[config.mk]
export PLATFORM = sky130hd
export DESIGN_NAME = ball_renderer
export DESIGN_NICKNAME = d
export VERILOG_FILES = /design/src/rtl/ball_renderer.sv
export SDC_FILE = /design/constraint.sdc
export NUM_CORES = 1
export LEC_CHECK = 0
export CELL_PAD_IN_SITES_DETAIL_PLACEMENT = 1
export CELL_PAD_IN_SITES_GLOBAL_PLACEMENT = 2
export CORE_UTILIZATION = 35
export DETAILED_ROUTE_END_ITERATION = 8
export HOLD_SLACK_MARGIN = 0.15
export PLACE_DENSITY_LB_ADDON = 0.1
export SLEW_MARGIN = 10
export SYNTH_ARGS = -nofsm -noshare
export SYNTH_HDL_FRONTEND = slang
export SYNTH_SLANG_ARGS = --single-unit
[constraint.sdc]
create_clock -name clk -period 5.2 [get_ports clk]
set_input_delay 1.04 -clock clk [delete_from_list [all_inputs] [get_ports clk]]
set_output_delay 1.04 -clock clk [all_outputs]
set_load 0.03 [all_outputs]
[src/rtl/ball_renderer.sv]
// ----------------------------------------------------------------------------
// ball_renderer
//
// Purpose:
//   Accepts each new ball position (top-left corner) from the ball update logic
//   and drives the 160x120 VGA adapter pixel-write port. For each accepted
//   position it first erases the previously drawn square with BG_COLOUR, and
//   then draws the new BALL_SIZE x BALL_SIZE square with BALL_COLOUR. It writes
//   one pixel per clock. The first position after reset is drawn without an
//   erase phase.
//
// Optional feature (macro BALL_RENDERER_FRAME_SYNC_EN):
//   When this macro is defined, the frame_tick input exists. A tick sets a
//   pending flag, and a position is accepted only in IDLE while the flag is
//   set, so the renderer moves the ball at most once per video frame.
//   When the macro is undefined, the port is absent and pos_ready = IDLE.
//
// Ports:
//   clk         in   1  system clock, all state on posedge
//   resetn      in   1  asynchronous active-low reset
//   frame_tick  in   1  one-cycle pulse per frame (only with the macro)
//   pos_x       in   8  new ball X (top-left corner)
//   pos_y       in   7  new ball Y (top-left corner)
//   pos_valid   in   1  producer holds pos_x/pos_y stable while high
//   pos_ready   out  1  renderer can accept a position this cycle
//   vga_x       out  8  pixel X to adapter
//   vga_y       out  7  pixel Y to adapter
//   vga_colour  out  3  pixel colour
//   vga_plot    out  1  pixel write strobe
//   draw_done   out  1  one-cycle pulse after the last draw pixel
// ----------------------------------------------------------------------------
module ball_renderer #(
  parameter int         BALL_SIZE   = 4,
  parameter int         SCREEN_W    = 160,
  parameter int         SCREEN_H    = 120,
  parameter logic [2:0] BALL_COLOUR = 3'b111,
  parameter logic [2:0] BG_COLOUR   = 3'b000
) (
  input  logic       clk,
  input  logic       resetn,
`ifdef BALL_RENDERER_FRAME_SYNC_EN
  input  logic       frame_tick,
`endif
  input  logic [7:0] pos_x,
  input  logic [6:0] pos_y,
  input  logic       pos_valid,
  output logic       pos_ready,
  output logic [7:0] vga_x,
  output logic [6:0] vga_y,
  output logic [2:0] vga_colour,
  output logic       vga_plot,
  output logic       draw_done
);

  typedef enum logic [1:0] {S_IDLE, S_ERASE, S_DRAW} state_t;

  localparam int            CW   = 4;
  localparam logic [CW-1:0] LAST = CW'(BALL_SIZE - 1);
  localparam logic [8:0]    SW   = 9'(SCREEN_W);
  localparam logic [7:0]    SH   = 8'(SCREEN_H);

  state_t        state_reg, state_next;
  logic [CW-1:0] cx_reg, cx_next, cy_reg, cy_next;
  logic [7:0]    new_x_reg, new_x_next, old_x_reg, old_x_next;
  logic [6:0]    new_y_reg, new_y_next, old_y_reg, old_y_next;
  logic          has_old_reg, has_old_next;
  logic [7:0]    vga_x_reg, vga_x_next;
  logic [6:0]    vga_y_reg, vga_y_next;
  logic [2:0]    vga_colour_reg, vga_colour_next;
  logic          vga_plot_reg, vga_plot_next;
  logic          done_reg, done_next;

  logic          xfer;
  logic          last_pix;
  logic [7:0]    base_x;
  logic [6:0]    base_y;
  logic [2:0]    base_colour;
  logic [8:0]    x_sum;
  logic [7:0]    y_sum;

`ifdef BALL_RENDERER_FRAME_SYNC_EN
  logic pending_reg;

  // A tick wins over the clear, so a tick that arrives in the same cycle as a
  // transfer stays pending for the next position.
  always_ff @(posedge clk or negedge resetn) begin
    if (!resetn)
      pending_reg <= 1'b0;
    else if (frame_tick)
      pending_reg <= 1'b1;
    else if (xfer)
      pending_reg <= 1'b0;
  end

  assign pos_ready = (state_reg == S_IDLE) && pending_reg;
`else
  assign pos_ready = (state_reg == S_IDLE);
`endif

  assign xfer = pos_valid && pos_ready;

  always_ff @(posedge clk or negedge resetn) begin
    if (!resetn) begin
      state_reg      <= S_IDLE;
      cx_reg         <= '0;
      cy_reg         <= '0;
      new_x_reg      <= '0;
      new_y_reg      <= '0;
      old_x_reg      <= '0;
      old_y_reg      <= '0;
      has_old_reg    <= 1'b0;
      vga_x_reg      <= '0;
      vga_y_reg      <= '0;
      vga_colour_reg <= '0;
      vga_plot_reg   <= 1'b0;
      done_reg       <= 1'b0;
    end else begin
      state_reg      <= state_next;
      cx_reg         <= cx_next;
      cy_reg         <= cy_next;
      new_x_reg      <= new_x_next;
      new_y_reg      <= new_y_next;
      old_x_reg      <= old_x_next;
      old_y_reg      <= old_y_next;
      has_old_reg    <= has_old_next;
      vga_x_reg      <= vga_x_next;
      vga_y_reg      <= vga_y_next;
      vga_colour_reg <= vga_colour_next;
      vga_plot_reg   <= vga_plot_next;
      done_reg       <= done_next;
    end
  end

  // cx/cy give the pixel that is on the vga_* registers in the current cycle.
  // The pixel registers are loaded from the *next* state and counters, so the
  // first pixel of a phase is already visible in the cycle after it is entered.
  always_comb begin
    state_next      = state_reg;
    cx_next         = cx_reg;
    cy_next         = cy_reg;
    new_x_next      = new_x_reg;
    new_y_next      = new_y_reg;
    old_x_next      = old_x_reg;
    old_y_next      = old_y_reg;
    has_old_next    = has_old_reg;
    done_next       = 1'b0;
    last_pix        = (cx_reg == LAST) && (cy_reg == LAST);
    base_x          = new_x_reg;
    base_y          = new_y_reg;
    base_colour     = BALL_COLOUR;
    x_sum           = '0;
    y_sum           = '0;
    vga_x_next      = vga_x_reg;
    vga_y_next      = vga_y_reg;
    vga_colour_next = vga_colour_reg;
    vga_plot_next   = 1'b0;

    case (state_reg)
      S_IDLE: begin
        if (xfer) begin
          new_x_next = pos_x;
          new_y_next = pos_y;
          cx_next    = '0;
          cy_next    = '0;
          state_next = has_old_reg ? S_ERASE : S_DRAW;
        end
      end
      S_ERASE, S_DRAW: begin
        if (last_pix) begin
          cx_next = '0;
          cy_next = '0;
          if (state_reg == S_ERASE) begin
            state_next = S_DRAW;
          end else begin
            state_next   = S_IDLE;
            old_x_next   = new_x_reg;
            old_y_next   = new_y_reg;
            has_old_next = 1'b1;
            done_next    = 1'b1;
          end
        end else if (cx_reg == LAST) begin
          cx_next = '0;
          cy_next = cy_reg + 1'b1;
        end else begin
          cx_next = cx_reg + 1'b1;
        end
      end
      default: state_next = S_IDLE;
    endcase

    if (state_next == S_ERASE) begin
      base_x      = old_x_reg;
      base_y      = old_y_reg;
      base_colour = BG_COLOUR;
    end else begin
      base_x      = new_x_next;
      base_y      = new_y_next;
      base_colour = BALL_COLOUR;
    end

    // The sums are one bit wider than the screen coordinates, so an address
    // that goes off screen is suppressed instead of wrapping to the far edge.
    x_sum = {1'b0, base_x} + {5'd0, cx_next};
    y_sum = {1'b0, base_y} + {4'd0, cy_next};

    if (state_next != S_IDLE) begin
      vga_x_next      = x_sum[7:0];
      vga_y_next      = y_sum[6:0];
      vga_colour_next = base_colour;
      vga_plot_next   = (x_sum < SW) && (y_sum < SH);
    end
  end

  assign vga_x      = vga_x_reg;
  assign vga_y      = vga_y_reg;
  assign vga_colour = vga_colour_reg;
  assign vga_plot   = vga_plot_reg;
  assign draw_done  = done_reg;

endmodule

; ---- Word level (Yosys, flattened, before mapping)
; Index checks and enable logic that the tools add are counted.
; W data, S select, Z words.
[op_classes]
bitwise_logic = 1
add_sub_neg = 4
mux = 24
n_lt_le_gt_ge = 2
reduce_logical = 7
n_eq_ne = 5
[ops]
columns = operator, n
row1 = $mux W4, 6
row2 = $mux W8, 3
row3 = $mux W7, 3
row4 = $pmux W4 S2, 2
row5 = $add A8 B4 Y9, 1
row6 = $lt A9 B8 Y1 const B, 1
row7 = $add A4 B1 Y4 const B, 2
row8 = $add A7 B4 Y8, 1
row9 = $eq A4 B2 Y1 const B, 2
row10 = $lt A8 B7 Y1 const B, 1
row11 = $mux W2, 4
row12 = $eq A2 B1 Y1 const B, 2
row13 = $mux W1, 4
row14 = $pmux W2 S2, 1
row15 = $logic_and A1 B1 Y1, 3
row16 = $mux W3, 1
row17 = $reduce_and A3 Y1, 1
row18 = $eq A2 B2 Y1 const B, 1
row19 = $logic_not A2 Y1, 1
row20 = $reduce_bool A2 Y1, 1
row21 = $reduce_or A2 Y1, 1
row22 = $not A1 Y1, 1
[word_totals]
out_inout_bits = 21
ff_bits = 61

; ---- Depth between registers and ports, before layout
; Gate-level depths: netlist of the first run.
[logic_depth]
word_depth = 10
depth_mapped = 19
ltp_nobuf = 17

; ---- Worst setup path after synthesis of the first run
; OpenSTA, ideal clock, no wires.
[synth_timing]
kind = input-to-reg
from = in pos_valid
to = reg vga_plot_reg, in the netlist vga_plot
slack_ns = 0.993
arrival_ns = 4.095
required_ns = 5.089
setup_ns = 0.111
n_path_buf = 2
path_stages = 17
cell_sequence = and2b_1 -> o21ai_1 -> a221oi_4 -> nand3_4 -> clkbuf_1 -> mux2_2 -> ha_1 -> inv_1 -> fa_1 -> nor2b_1 -> o21ai_0 -> and2_1 -> clkbuf_1 -> nor2_1 -> o2bb2ai_1 -> a211o_1 -> a2111oi_2
[synth_via]
elab_chain_len = 9
elab_cells_between_ends = 21
cone_classes = add/sub (2) / order compare (2) / eq/ne (1) / mux (13) / reduce/logical (3)
[synth_lines]
columns = element, line
row1 = start: declaration, 46  ; input logic pos_valid,
row2 = $logic_and A1 B1 Y1 *, 100  ; assign xfer = pos_valid && pos_ready;
row3 = $mux W2 *, 160  ; if (xfer) begin
row4 = $pmux W2 S2 *, 158  ; case (state_reg)
row5 = net state_next[0], 62  ; state_t state_reg, state_next;
row6 = $eq A2 B1 Y1, 191  ; if (state_next == S_ERASE) begin
row7 = $mux W8 / $mux W7 (equally long branches), 191
row8 = $add A8 B4 Y9 / $add A7 B4 Y8 (equally long branches), "203, 204"
row9 = $lt A9 B8 Y1 / $lt A8 B7 Y1 (equally long branches), 210  ; vga_plot_next = (x_sum < SW) && (y_sum < SH);
row10 = $logic_and A1 B1 Y1, 210
row11 = $mux W1 *, 206  ; if (state_next != S_IDLE) begin
row12 = net vga_plot_next, 70  ; logic vga_plot_reg, vga_plot_next;
row13 = end signal: assignment, 129  ; vga_plot_reg <= vga_plot_next;
row14 = end: declaration, 70
; Mark *: on every way through the listed nets, which the timed path passes. The rest lies on a longest branch.
; A chain may end at the register's enable or synchronous reset.

; ---- Worst setup path after layout of the first run
; Ends and elaborated chain as after synthesis.

==> results.md, run 1 <==
- Status: completed
- First-pass GRT wire length: 13,900 um
- 1st-pass router iterations: 4
- Hold buffers post-CTS: 0
- Share of cells above drive strength 1: 16.9%
- Setup violations, final: 0
- Least-Margin Pin Slew: 0.965 ns
- Drt drc: 0
- Root Driver: clkbuf_8
- DRT iter0 DRCs: 71
- Post-synthesis cell type count: 56
- Cells after Synth: 320
- Post-cts sizing count: 0
- Remaining antenna violation count: 0
- Avg Inst Size Synth: 10.4 sq um
- Overflow after GRT: 0
- Die span in y: 99.4 um
- Via count: 2,456
- Initial core utilization: 36.1%
- Critical Path Slowest Stage Cell: clkdlybuf4s50_1
- H-tree levels: 3
- Area grow syn2layout: 20.5%
- Max Fclk: 216 MHz
- Clk sink count: 59
- Total GRT Usage: 18.3%
- Most common cell after layout, fill and taps aside: dfrtp_1
- Max_cap viols: 0
- Final Critical Period: 4.64 ns
- Synth area leader: dfrtp_1
- Cells along the critical path: clkdlybuf4s50_1, and2b_1, o21ai_1, a221oi_4, nand3_4, mux2_2, ha_1, inv_1, fa_1, nor2b_1, o21ai_0, and2_1, nor2_1, o2bb2ai_1, a211o_1, a2111oi_2
- WHS: 0.457 ns
- Pwr Total: 2.57 mW
- CP Max Fanout: 9
- Async SR Flop Fraction: 100%
- Clk_skew: 0.0105 ns
- Most frequent cells in the layout: dfrtp_1 (59), nand2_1 (50), clkdlybuf4s50_1 (37)
- Syn nets: 353
- Post-DP HPWL: 5930 um
- Final net count: 395
- Number of buffers added on ports: 38
- Post-synth EDFFs: 0
- Data required, critical path: 5.42 ns
- Largest net degree at the start of global routing: 60
- CTS tree: built
- Initial antenna violation count: 0
- # IOs: 39
- Lkg Pwr: 1.82 nW
- Synth warn: 0
- Unrepaired setup endpoints after global routing: false
- Final TNS setup: 0 ns
- Post-CTS Setup Bufs: 0
- Register area share after synthesis: 44.5%
- Core Rows: 35
- Total CTS buffers: 9
- Period Utilization, post-route: 89.2%
- DP Worst Slack: 0.220 ns
- Synth top area cells: dfrtp_1 (44%), mux2_2 (9.5%), nand2_1 (5.7%)
- Multi-input gate area: 1710 sq um
- Die ar.: 9880 sq um
- Slew headroom: 35.5%
- Placeable Area: 9200 sq um
- Final WL: 8060 um
- Critical Path Max Stage Delay: 0.54 ns
- WL/cell: 16.9 um
- Synth Register Bits: 59
- Element type at the critical path end: flip-flop
- Register area: 1480 sq um
- Final slew viol count: 0
- Fin. Hold Viols: 0
- GP Congestion: 0.806
- Synth Flop Type: dfrtp_1
- Vias per cell: 5.14
- Startpoint Class: primary input
- Ant. Diodes: 0
- Worst Hold Class: flip-flop to flip-flop
- Maximum VDD drop: 332 uV
- Fill count: 1,039
- Top-area cell type share of the netlist area: 44.5%
- Clock Latency Late Sink: 0.34 ns
- Power per Cell Area: 643 nW/um^2
- Number of global-route vias before repair: 2,647
- Die Width: 99.4 um
- Mapped cell area: 3320 sq um
- CTS max path bufs: 2
- Setup slack after layout: 0.560 ns
- Clock Pin Slew Worst Setup and Hold Paths: 0.07 ns
- WP data arrival: 4.86 ns
- Crit path kind: primary input to flip-flop
==> report_power, final <==
group	internal (mW)	switching (mW)	total [mW]
combinational	0.624	0.834	1.46
clock	0.232	0.186	0.418
sequential	0.611	0.0867	0.698
total	1.47	1.11	2.57
==> worst paths after layout <==
path | start | end | slack, ns | cells after the start
worst max-delay path | pos_valid | vga_plot | 0.56 | 16
min in group asynchronous | resetn | old_y_reg[0] | 0.85 | 2
worst min-delay path | new_y_reg[0] | old_y_reg[0] | 0.46 | 2
worst max register to register | cx_reg[0] | vga_plot | 1.02 | 16
worst min register to register | new_y_reg[0] | old_y_reg[0] | 0.46 | 2
max in group asynchronous | resetn | has_old_reg | 3.80 | 2
==> per-layer routing <==
metal	vias up	GRT usage, %	routed length (um)
li1	1191	-	-
met1	1211	24.8	3980
met2	43	29.4	3740
met3	11	3.44	215
met4	0	6.22	125
met5	-	0	0
==> per-stage QoR <==
step | utilization (%) | std cells | instance area [sq um]
6_report | 43.5 | 478 | 4000
5_1_grt | 43.5 | 478 | 4000
4_1_cts | 43.5 | 478 | 4000
3_5_place_dp | 41.4 | 462 | 3810
3_3_place_gp | 41.4 | 462 | 3810
2_1_floorplan | - | 320 | 3320
==> worst max-delay path: cells and delay by family <==
kind / cells / cell delay (ns)
AO/OA/AOI/OAI: 6 / 1.47
adder cells (fa/ha/maj): 2 / 0.39
buffers and inverters: 2 / 0.61
multiplexers: 1 / 0.34
AND/OR/NAND/NOR: 5 / 0.98
==> synthesized netlist by cell type, drive strengths merged, types with 2 or more instances <==
cell type and instances:
a211o 2, a31oi 2, or2 2, o22ai 2, buf 6, o21ai 24
inv 21, nor2 11, ha 13, a21oi 11, o211ai 4, nand4 2
nor2b 3, xor2 4, fa 2, nor3b 4, a21o 7, mux2i 9
nand2 51, o21a 4, xnor2 10, nor3 3, and4 2, mux2 31
a2111oi 2, a22o 2, nand3 8, clkbuf 5, nand3b 2, dfrtp 59
==> cell families after synthesis <==
family,after synthesis,share of synthesized area [%]
DFF,59,44.5
xor gates and xnor gates,14,3.69
and+or+nand+nor,94,14.1
muxes,40,14.1
buffers and inverters,33,4.18
AOI/OAI and AO/OA,65,13.4
adders and majority gates,15,6.10
==> cell type report <==
| cell class | instances | area share [%] |
|---|---|---|
| well taps | 111 | 3.47 |
| multi-input cells | 228 | 42.6 |
| clock inverters | 5 | 1.31 |
| repair buffers | 42 | 10.1 |
| flip-flops and latches | 59 | 36.9 |
| clock buffers | 11 | 3.53 |
| inverters | 22 | 2.06 |
Note: power is estimated with default switching activity, not from simulation.
==> inputs of run 2 (changes only) <==
--- a/config.mk
+++ b/config.mk
@@ -7,6 +7,7 @@
 export LEC_CHECK = 0
 export CELL_PAD_IN_SITES_DETAIL_PLACEMENT = 1
 export CELL_PAD_IN_SITES_GLOBAL_PLACEMENT = 2
+export CORE_MARGIN = 5
 export CORE_UTILIZATION = 35
 export DETAILED_ROUTE_END_ITERATION = 8
 export HOLD_SLACK_MARGIN = 0.15
==> results.md, run 2 (synthesis results as in run 1) <==
- Clock Pin Slew Worst Setup and Hold Paths: 0.07 ns (about the same)
- Post-cts sizing count: 0 (unchanged)
- Final instance area: 4080 sq um (+1.9%)
- Placeable Area: 9240 sq um (+0.48%)
- Clk sink count: 59 (unchanged)
- Status: completed
- Total CTS buffers: 9 (unchanged)
- CTS max path bufs: 2 (unchanged)
- Share of cells above drive strength 1: 17.1% (+0.23 points)
- Max Fclk: 221 MHz (+2.4%)
- GP Congestion: 0.758 (-6.0%)
- Maximum VDD drop: 350 uV (+5.5%)
- Fin. Hold Viols: 0 (unchanged)
- Power per Cell Area: 661 nW/um^2 (+2.8%)
- Critical Path Max Stage Delay: 0.46 ns (-0.08 ns)
- Max_cap viols: 0 (unchanged)
- Dpl cell area: 3840 sq um (+0.79%)
- Core Rows: 35 (unchanged)
- Period Utilization, post-route: 87.1% (-2.1 points)
- Ant. Diodes: 0 (unchanged)
- Top Family by Delay on Critical Path: compound AO/OA/AOI/OAI gates
- Area grow syn2layout: 22.9%
- WL/cell: 16.8 um (-0.40%)
- Slew headroom: 30.9% (-4.6 points)
- Clock Latency Late Sink: 0.34 ns (about the same)
- Multi-input gate area: 1710 sq um (unchanged)
- Final WL: 8350 um (+3.6%)
- Root Driver: clkbuf_8
- Layout Utilization: 44.2% (+0.63 points)
- Crit path buffers/inverters: 2 (unchanged)
- Die ar.: 11,500 sq um (+17%)
- H-tree levels: 3 (unchanged)
- Least-Margin Pin Slew: 1.03 ns (+0.0688 ns)
- Startpoint Class: primary input
- Lkg Pwr: 1.85 nW (+1.6%)
- Drt drc: 0 (unchanged)
- Total GRT Usage: 15.4% (-2.9 points)
- WHS: 0.468 ns (+0.0108 ns)
- Die span in y: 107 um (+8.0%)
- Initial core utilization: 35.9% (-0.17 points)
- WP data arrival: 4.76 ns (-0.10 ns)
- Pwr Total: 2.70 mW (+4.7%)
- Unrepaired setup endpoints after global routing: false
- Final slew viol count: 0 (unchanged)
- Die Width: 107 um (+8.0%)
- Overflow after GRT: 0 (unchanged)
- Post-DP HPWL: 6080 um (+2.5%)
- Element type at the critical path end: flip-flop
- DRT iter0 DRCs: 64 (-9.9%)
- Register area: 1480 sq um (unchanged)
- Final net count: 396 (+0.25%)
- Crit path kind: primary input to flip-flop
- Critical Path Slowest Stage Cell: clkdlybuf4s50_1
- Worst Hold Class: flip-flop to flip-flop
- CTS tree: built
- First-pass GRT wire length: 13,800 um (-0.30%)
- Initial antenna violation count: 0 (unchanged)
- Most frequent cells in the layout: dfrtp_1 (59), nand2_1 (50), clkdlybuf4s50_1 (37)
- Clk_skew: 0.00927 ns (-0.00119 ns)
- Number of buffers added on ports: 38 (unchanged)
- Most common cell after layout, fill and taps aside: dfrtp_1
- Data required, critical path: 5.43 ns (about the same)
- Largest net degree at the start of global routing: 60 (unchanged)
- Vias per cell: 4.94 (-3.8%)
- Final Critical Period: 4.53 ns (-0.111 ns)
- Cells along the critical path: clkdlybuf4s50_1, and2b_1, o21ai_1, a221oi_4, nand3_4, mux2_2, ha_1, inv_1, fa_1, nor2b_1, o21ai_0, and2_1, o21a_1, a2111oi_0, nor3_1, a2111oi_2
- # IOs: 39 (unchanged)
- 1st-pass router iterations: 4 (unchanged)
- Final TNS setup: 0 ns (unchanged)
- Number of global-route vias before repair: 2,602 (-1.7%)
- Fill count: 1,051 (+1.2%)
- Remaining antenna violation count: 0 (unchanged)
- Via count: 2,457 (+0.041%)
- Post-CTS Setup Bufs: 0 (unchanged)
- CP Max Fanout: 9 (unchanged)
- Hold buffers post-CTS: 0 (unchanged)
- Setup violations, final: 0 (unchanged)
## run 2: changes by cell type in the layout (fill, tap and decap cells not counted), sizes merged
| cell | delta |
|---|---|
| bufinv | +2 |
| clkinv | -1 |
| buf | +1 |
| clkinvlp | -1 |
## run 2: routing by layer
metal | share of wire, % | GRT usage (%) | vias up
li1 | - | - | 1196
met1 | 51 | 21.3 | 1209
met2 | 45 | 23.6 | 42
met3 | 3.7 | 4.26 | 10
met4 | 1.2 | 4.60 | 0
met5 | 0 | 0 | -
## run 2: tightest hold or removal path, delay by kind of cell (launching register included)
kind          cells  cell delay [ns]
flops             1             0.34
simple gates      2             0.10
## run 2: area by class of cell
cell class	count	share of cell area, %
Timing Repair Buffer	43	10.1
Multi-Input combinational cell	228	41.8
Inverter	22	2.02
Tap cell	129	3.96
Clock inverter	5	2.45
Clock buffer	11	3.47
Sequential cell	59	36.2
## run 2: per-stage QoR
| step | worst slack, ns | std cells |
|---|---|---|
| 4_1_cts | 0.625 | 497 |
| 6_report | 0.671 | 497 |
| 2_1_floorplan | 0.993 | 320 |
| 5_1_grt | 0.426 | 497 |
| 3_3_place_gp | 0.411 | 481 |
| 3_5_place_dp | 0.394 | 481 |
## run 2: power by group
group | switching, mW | leakage [nW] | internal [mW]
clock | 0.190 | 0.123 | 0.330
combinational | 0.850 | 0.973 | 0.628
sequential | 0.0863 | 0.753 | 0.611
total | 1.13 | 1.85 | 1.57
## run 2: final timing paths
kind                              start           end  slack, ns  cells after the start
min reg2reg                new_y_reg[0]  old_y_reg[0]       0.47                      2
max                           pos_valid      vga_plot       0.67                     16
max reg2reg                state_reg[1]      vga_plot       1.04                     16
max in group asynchronous        resetn      vga_y[4]       3.84                      2
min                        new_y_reg[0]  old_y_reg[0]       0.47                      2
min in group asynchronous        resetn  old_y_reg[0]       0.85                      2
==> inputs of run 3 (changes only) <==
--- a/config.mk
+++ b/config.mk
@@ -8,10 +8,11 @@
 export CELL_PAD_IN_SITES_DETAIL_PLACEMENT = 1
 export CELL_PAD_IN_SITES_GLOBAL_PLACEMENT = 2
 export CORE_MARGIN = 5
-export CORE_UTILIZATION = 35
+export CORE_UTILIZATION = 33
 export DETAILED_ROUTE_END_ITERATION = 8
 export HOLD_SLACK_MARGIN = 0.15
-export PLACE_DENSITY_LB_ADDON = 0.1
+export MAX_ROUTING_LAYER = met4
+export PLACE_DENSITY = 0.74
 export SLEW_MARGIN = 10
 export SYNTH_ARGS = -nofsm -noshare
 export SYNTH_HDL_FRONTEND = slang
==> constraint.sdc (replaced) <==
create_clock -name clk -period 3.7 [get_ports clk]
set_input_delay 0.74 -clock clk [delete_from_list [all_inputs] [get_ports clk]]
set_output_delay 0.74 -clock clk [all_outputs]
set_load 0.03 [all_outputs]
==> results.md, run 3 (synthesis results as in run 1) <==
- Fin. Hold Viols: 0 (unchanged)
- Via count: 2,657 (+8.1%)
- Final WL: 9400 um (+13%)
- Fill count: 1,085 (+3.2%)
- CP Max Fanout: 5 (-4)
- Max_cap viols: 0 (unchanged)
- Final slew viol count: 0 (unchanged)
- Clk sink count: 59 (unchanged)
- Cells along the critical path: ha_2, nor3b_4, and3_4, mux2_4, nand3_4, buf_12, mux2_4, ha_4, a21o_1, a21o_1, a21oi_4, buf_6, or4_4, a31oi_4, nor3_2, a2111oi_4
- Setup violations, final: 0 (unchanged)
- Most Crowded Layer GR: met2
- Element type at the critical path end: flip-flop
- Met2 GRT Util: 26.7% (+3.1 points)
- # IOs: 39 (unchanged)
- Setup slack after layout: 0.0289 ns (-0.642 ns)
- DP Worst Slack: -0.838 ns (-1.23 ns)
- Remaining antenna violation count: 0 (unchanged)
- Critical Path Sink: vga_plot
- 1st-pass router iterations: 4 (unchanged)
- H-tree levels: 3 (unchanged)
- Crit path kind: flip-flop to flip-flop
- Clock Latency Late Sink: 0.34 ns (about the same)
- WP data arrival: 3.90 ns (-0.86 ns)
- Slew headroom: 53.2% (+22 points)
- Status: completed
- Worst path depth: 16 (unchanged)
- CP Launch Point: cx_reg[1]
- Ant. Diodes: 0 (unchanged)
- Die span in y: 110 um (+2.7%)
- First-pass GRT wire length: 15,100 um (+9.1%)
- CTS tree: built
- Worst reg2reg endpoint: vga_plot
- Critical Path Slowest Stage Cell: or4_4
- Number of buffers added on ports: 38 (unchanged)
- Period Utilization, post-route: 99.2%
- Met1 Resource Use GR: 22.1% (+0.74 points)
- Die Width: 110 um (+2.7%)
- Power per Cell Area: 934 nW/um^2 (+41%)
- Total CTS buffers: 9 (unchanged)
- Final net count: 448 (+13%)
- Top Family by Delay on Critical Path: simple AND/OR/NAND/NOR gates
- Hold buffers post-CTS: 0 (unchanged)
- Most frequent cells in the layout: dfrtp_1 (59), buf_4 (52), nand2_1 (50)
- Total GRT Usage: 16.9% (+1.5 points)
- Unrepaired setup endpoints after global routing: true
- Reg-to-reg critical path startpoint: cx_reg[1]
- Initial antenna violation count: 0 (unchanged)
- Area grow syn2layout: 42.3%
- Number of global-route vias before repair: 2,912 (+12%)
- Share of cells above drive strength 1: 34.7% (+18 points)
- Max Fclk: 272 MHz
- Worst r2r path cells: 16 (unchanged)
- Placeable Area: 9770 sq um (+5.8%)
- Lkg Pwr: 2.16 nW (+17%)
- Clock Pin Slew Worst Setup and Hold Paths: 0.07 ns (about the same)
- WL/cell: 17.1 um (+1.6%)
- CTS max path bufs: 2 (unchanged)
- DRT iter0 DRCs: 52 (-19%)
- Overflow after GRT: 0 (unchanged)
- Maximum VDD drop: 408 uV (+17%)
- Post-DP HPWL: 6980 um (+15%)
- GP Congestion: 0.813 (+7.3%)
- GR Util met3: 2.68% (-1.6 points)
- Final TNS setup: 0 ns (unchanged)
- Drt drc: 0 (unchanged)
- Root Driver: clkbuf_8
- Largest net degree at the start of global routing: 31 (-48%)
- Most common cell after layout, fill and taps aside: dfrtp_1
- WHS: 0.432 ns (-0.0365 ns)
- Worst Hold Class: primary input to async pin
- Startpoint Class: flip-flop
- Flop-to-flop setup slack: 0.03 ns (-1.01 ns)
- Clk_skew: 0.00838 ns (-0.000890 ns)
- Critical Path Max Stage Delay: 0.44 ns (-0.02 ns)
- Least-Margin Pin Slew: 0.701 ns (-0.333 ns)
- Initial core utilization: 34.0% (-2.0 points)
- Core Rows: 36 (+2.9%)
- Data required, critical path: 3.92 ns (-1.51 ns)
- Vias per cell: 4.82 (-2.5%)
- Crit path buffers/inverters: 2 (unchanged)
- Final Critical Period: 3.67 ns
- Die ar.: 12,200 sq um (+5.5%)
==> run 3: worst min-delay path by stage <==
stage               slack, ns  depth (start not counted)            to          from
floorplan                0.43                          2  old_x_reg[0]  new_x_reg[0]
detailed placement       0.46                          2  old_y_reg[3]  new_y_reg[3]
global route             0.48                          2  old_y_reg[0]  new_y_reg[0]
CTS                      0.46                          1  old_y_reg[2]        resetn
finish                   0.43                          1  old_y_reg[2]        resetn
global placement         0.45                          2  old_y_reg[3]  new_y_reg[3]
==> run 3: what timing repair did <==
item,CTS,global route
resized for setup,11,41
setup endpoints to repair,7,6
pin swaps,6,22
buffers inserted,5,3
==> run 3: stage by stage <==
stage,std cells,util (%),power [mW],area [sq um]
final,551,48.3,4.41,4720
after global routing,551,48.3,4.75,4720
after CTS,548,45.9,4.20,4490
after detailed placement,529,43.1,3.45,4210
after global placement,529,43.1,3.38,4210
after floorplan,320,-,2.53,3380
==> run 3: layout make-up <==
cell class	count	area, sq um	share of cell area (%)
timing repair buffer	95	826	17.5
multi-input combinational	228	1970	41.8
clock inverter	2	35.0	0.742
inverter	22	82.6	1.75
tap	133	166	3.52
clock buffer	12	165	3.50
sequential	59	1480	31.3
==> run 3: metal layers <==
metal / share of wire (%) / wire length, um
met5: 0 / 0
met4: 1.4 / 136
met3: 2.8 / 264
met2: 49 / 4570
met1: 47 / 4420
==> run 3: power by group <==
group	internal [mW]	leakage [nW]	switching, mW
Combinational	1.37	1.30	1.46
Clock	0.358	0.104	0.256
Sequential	0.859	0.753	0.114
Total	2.59	2.16	1.83
==> variant, RTL diff (flow settings as in run 1) <==
Set the localparam `CW` to 3 (it was 4).
--- a/src/rtl/ball_renderer.sv
+++ b/src/rtl/ball_renderer.sv
@@ -54,7 +54,7 @@
 
   typedef enum logic [1:0] {S_IDLE, S_ERASE, S_DRAW} state_t;
 
-  localparam int            CW   = 4;
+  localparam int            CW   = 3;
   localparam logic [CW-1:0] LAST = CW'(BALL_SIZE - 1);
   localparam logic [8:0]    SW   = 9'(SCREEN_W);
   localparam logic [7:0]    SH   = 8'(SCREEN_H);
Formal check against the unedited RTL: same outputs for any inputs over 10 cycles, from zero or initial values and one cycle with resetn low; that may be too few to reach the edited logic, so the function may still have changed.
==> variant against run 1 <==
The flow now finishes with violations (DRC). Area after synthesis down 3.2%. Sequential cell count down 2. Register-to-register slack better by 310 ps. Global-route usage fell by 0.65 points. Utilization about the same. Wire length is 6.2% lower. Power is 15% lower. Final area down 4.2%. Maximum frequency is 7.8% higher. Combinational power down 23%. Worst setup slack improved by 340 ps.
==> variant: results <==
metrics = {
    "outcome": {
        "status": "finished with violations",
        "violations": "DRC",
    },
    "layout": {
        "nets": 378,
        "drive_gt1_share_pct": 16.0,
        "fin_util_pct": 43.5,
        "diodes": 0,
        "n_fill_cell": 982,
    },
    "power": {
        "vdd_ir_drop_max_uv": 201,
        "p_leak_nw": 1.81,
    },
    "logic_synthesis": {
        "synth_xor_area_share_pct": 4.63,
        "synth_commonest_cells": "57 x dfrtp_1, 34 x nand2_1, 31 x mux2_2",
        "synth_compound_area_share_pct": 11.0,
        "synth-seq-area-share_pct": 44.4,
        "synthAdderAreaFrac_pct": 5.92,
        "syn_inst": 307,
        "yosysTopAreaCellShare_pct": 44.4,
        "synth_edf_count": 0,
        "yosys_warnings": 0,
        "synthArstFlopShare_pct": 100,
        "synth_mux_area_share_pct": 16.3,
        "synth_nets": 339,
        "ys_ff_latch": 57,
        "synthDistinctLibCells": 49,
        "ys_top_cells_by_area": "dfrtp_1 44%, mux2_2 11%, mux2i_1 5.0%",
    },
    "global_route": {
        "grt_pass1_wl_um": 13100,
        "grt_pass1_vias": 2506,
        "grt_max_degree": 58,
        "grt_usage_pct": 17.7,
        "antenna_found_initial": 0,
    },
    "placement": {
        "pre_cts_slack_ps": 515,
        "routabilityCongestion": 0.753,
        "dp_cells": 443,
        "hpwl_um": 5510,
        "placed_cell_area_um2": 3680,
    },
    "worst_setup_path": {
        "cp_slowest_stage_delay_ps": 660,
        "r2r_slack_ps": 1330,
        "cp_max_fo": 10,
        "crit_arrival_ps": 4520,
    },
    "timing": {
        "slew_viol_final": 0,
        "skew_ps": 7.29,
        "clock.fmax_mhz": 232,
        "worst_slew_pin_slew_ps": 938,
        "hold_slack_ps": 483,
    },
    "routing": {
        "routed-via-count": 2349,
        "routed_wl_um": 7560,
        "dr.pass1.iters": 6,
        "drc_errors": 6,
        "drt-initial-drc-count": 80,
        "wire_per_inst_um": 16.5,
    },
    "clock_network": {
        "cts_resized": 0,
        "clk_path_buf_depth": 2,
        "htree_num_levels": 3,
        "cts_buffers": 9,
        "clock_latency_ps": 330,
        "postCtsSetupBuffers": 0,
        "clkTransAtPathRegs_ps": 70,
        "root_buffer": "clkbuf_8",
    },
    "min_path": {
        "hold_path.class": "reg -> reg",
    },
}
==> variant: cell types whose count changed in the layout (fill, tap and decap cells not counted), sizes merged, moves of 3 or more <==
| cell | change |
|---|---|
| mux2i | +8 |
| a21oi | -3 |
| a211oi | +3 |
| nor2 | +4 |
| o211ai | -3 |
| xor2 | +3 |
| a21o | -3 |
| nand2 | -16 |
| o21ai | -6 |
==> variant: final timing paths <==
path,cells after the start,end,startpoint
setup / recovery,14,vga_plot$_DFF_PN0_,pos_valid
hold / removal,1,vga_x[5]$_DFFE_PN0P_,vga_x[5]$_DFFE_PN0P_
setup reg to reg,15,vga_plot$_DFF_PN0_,cy_reg[0]$_DFF_PN0_
hold reg to reg,1,vga_x[5]$_DFFE_PN0P_,vga_x[5]$_DFFE_PN0P_
max in group asynchronous,2,vga_y[1]$_DFFE_PN0P_,resetn
min in group asynchronous,2,has_old_reg$_DFFE_PN0P_,resetn
==> variant: per-layer routing <==
metal | global-route usage (%) | routed length, um | vias to the layer above
li1 | - | - | 1145
met1 | 24.3 | 3810 | 1168
met2 | 27.8 | 3500 | 28
met3 | 3.72 | 155 | 8
met4 | 5.24 | 93 | 0
met5 | 0 | 0 | -
==> variant: area by class of cell <==
type / count / share of cell area (%)
Multi-Input combinational cell: 216 / 42.8
Tap cell: 108 / 3.52
Sequential cell: 57 / 37.2
Clock inverter: 4 / 0.522
Clock buffer: 12 / 3.52
Inverter: 21 / 2.06
Timing Repair Buffer: 41 / 10.4
==> variant: report_power, final <==
part	switching (mW)	total (mW)	internal, mW
Combinational	0.652	1.13	0.476
Sequential	0.0966	0.702	0.605
Clock	0.176	0.346	0.170
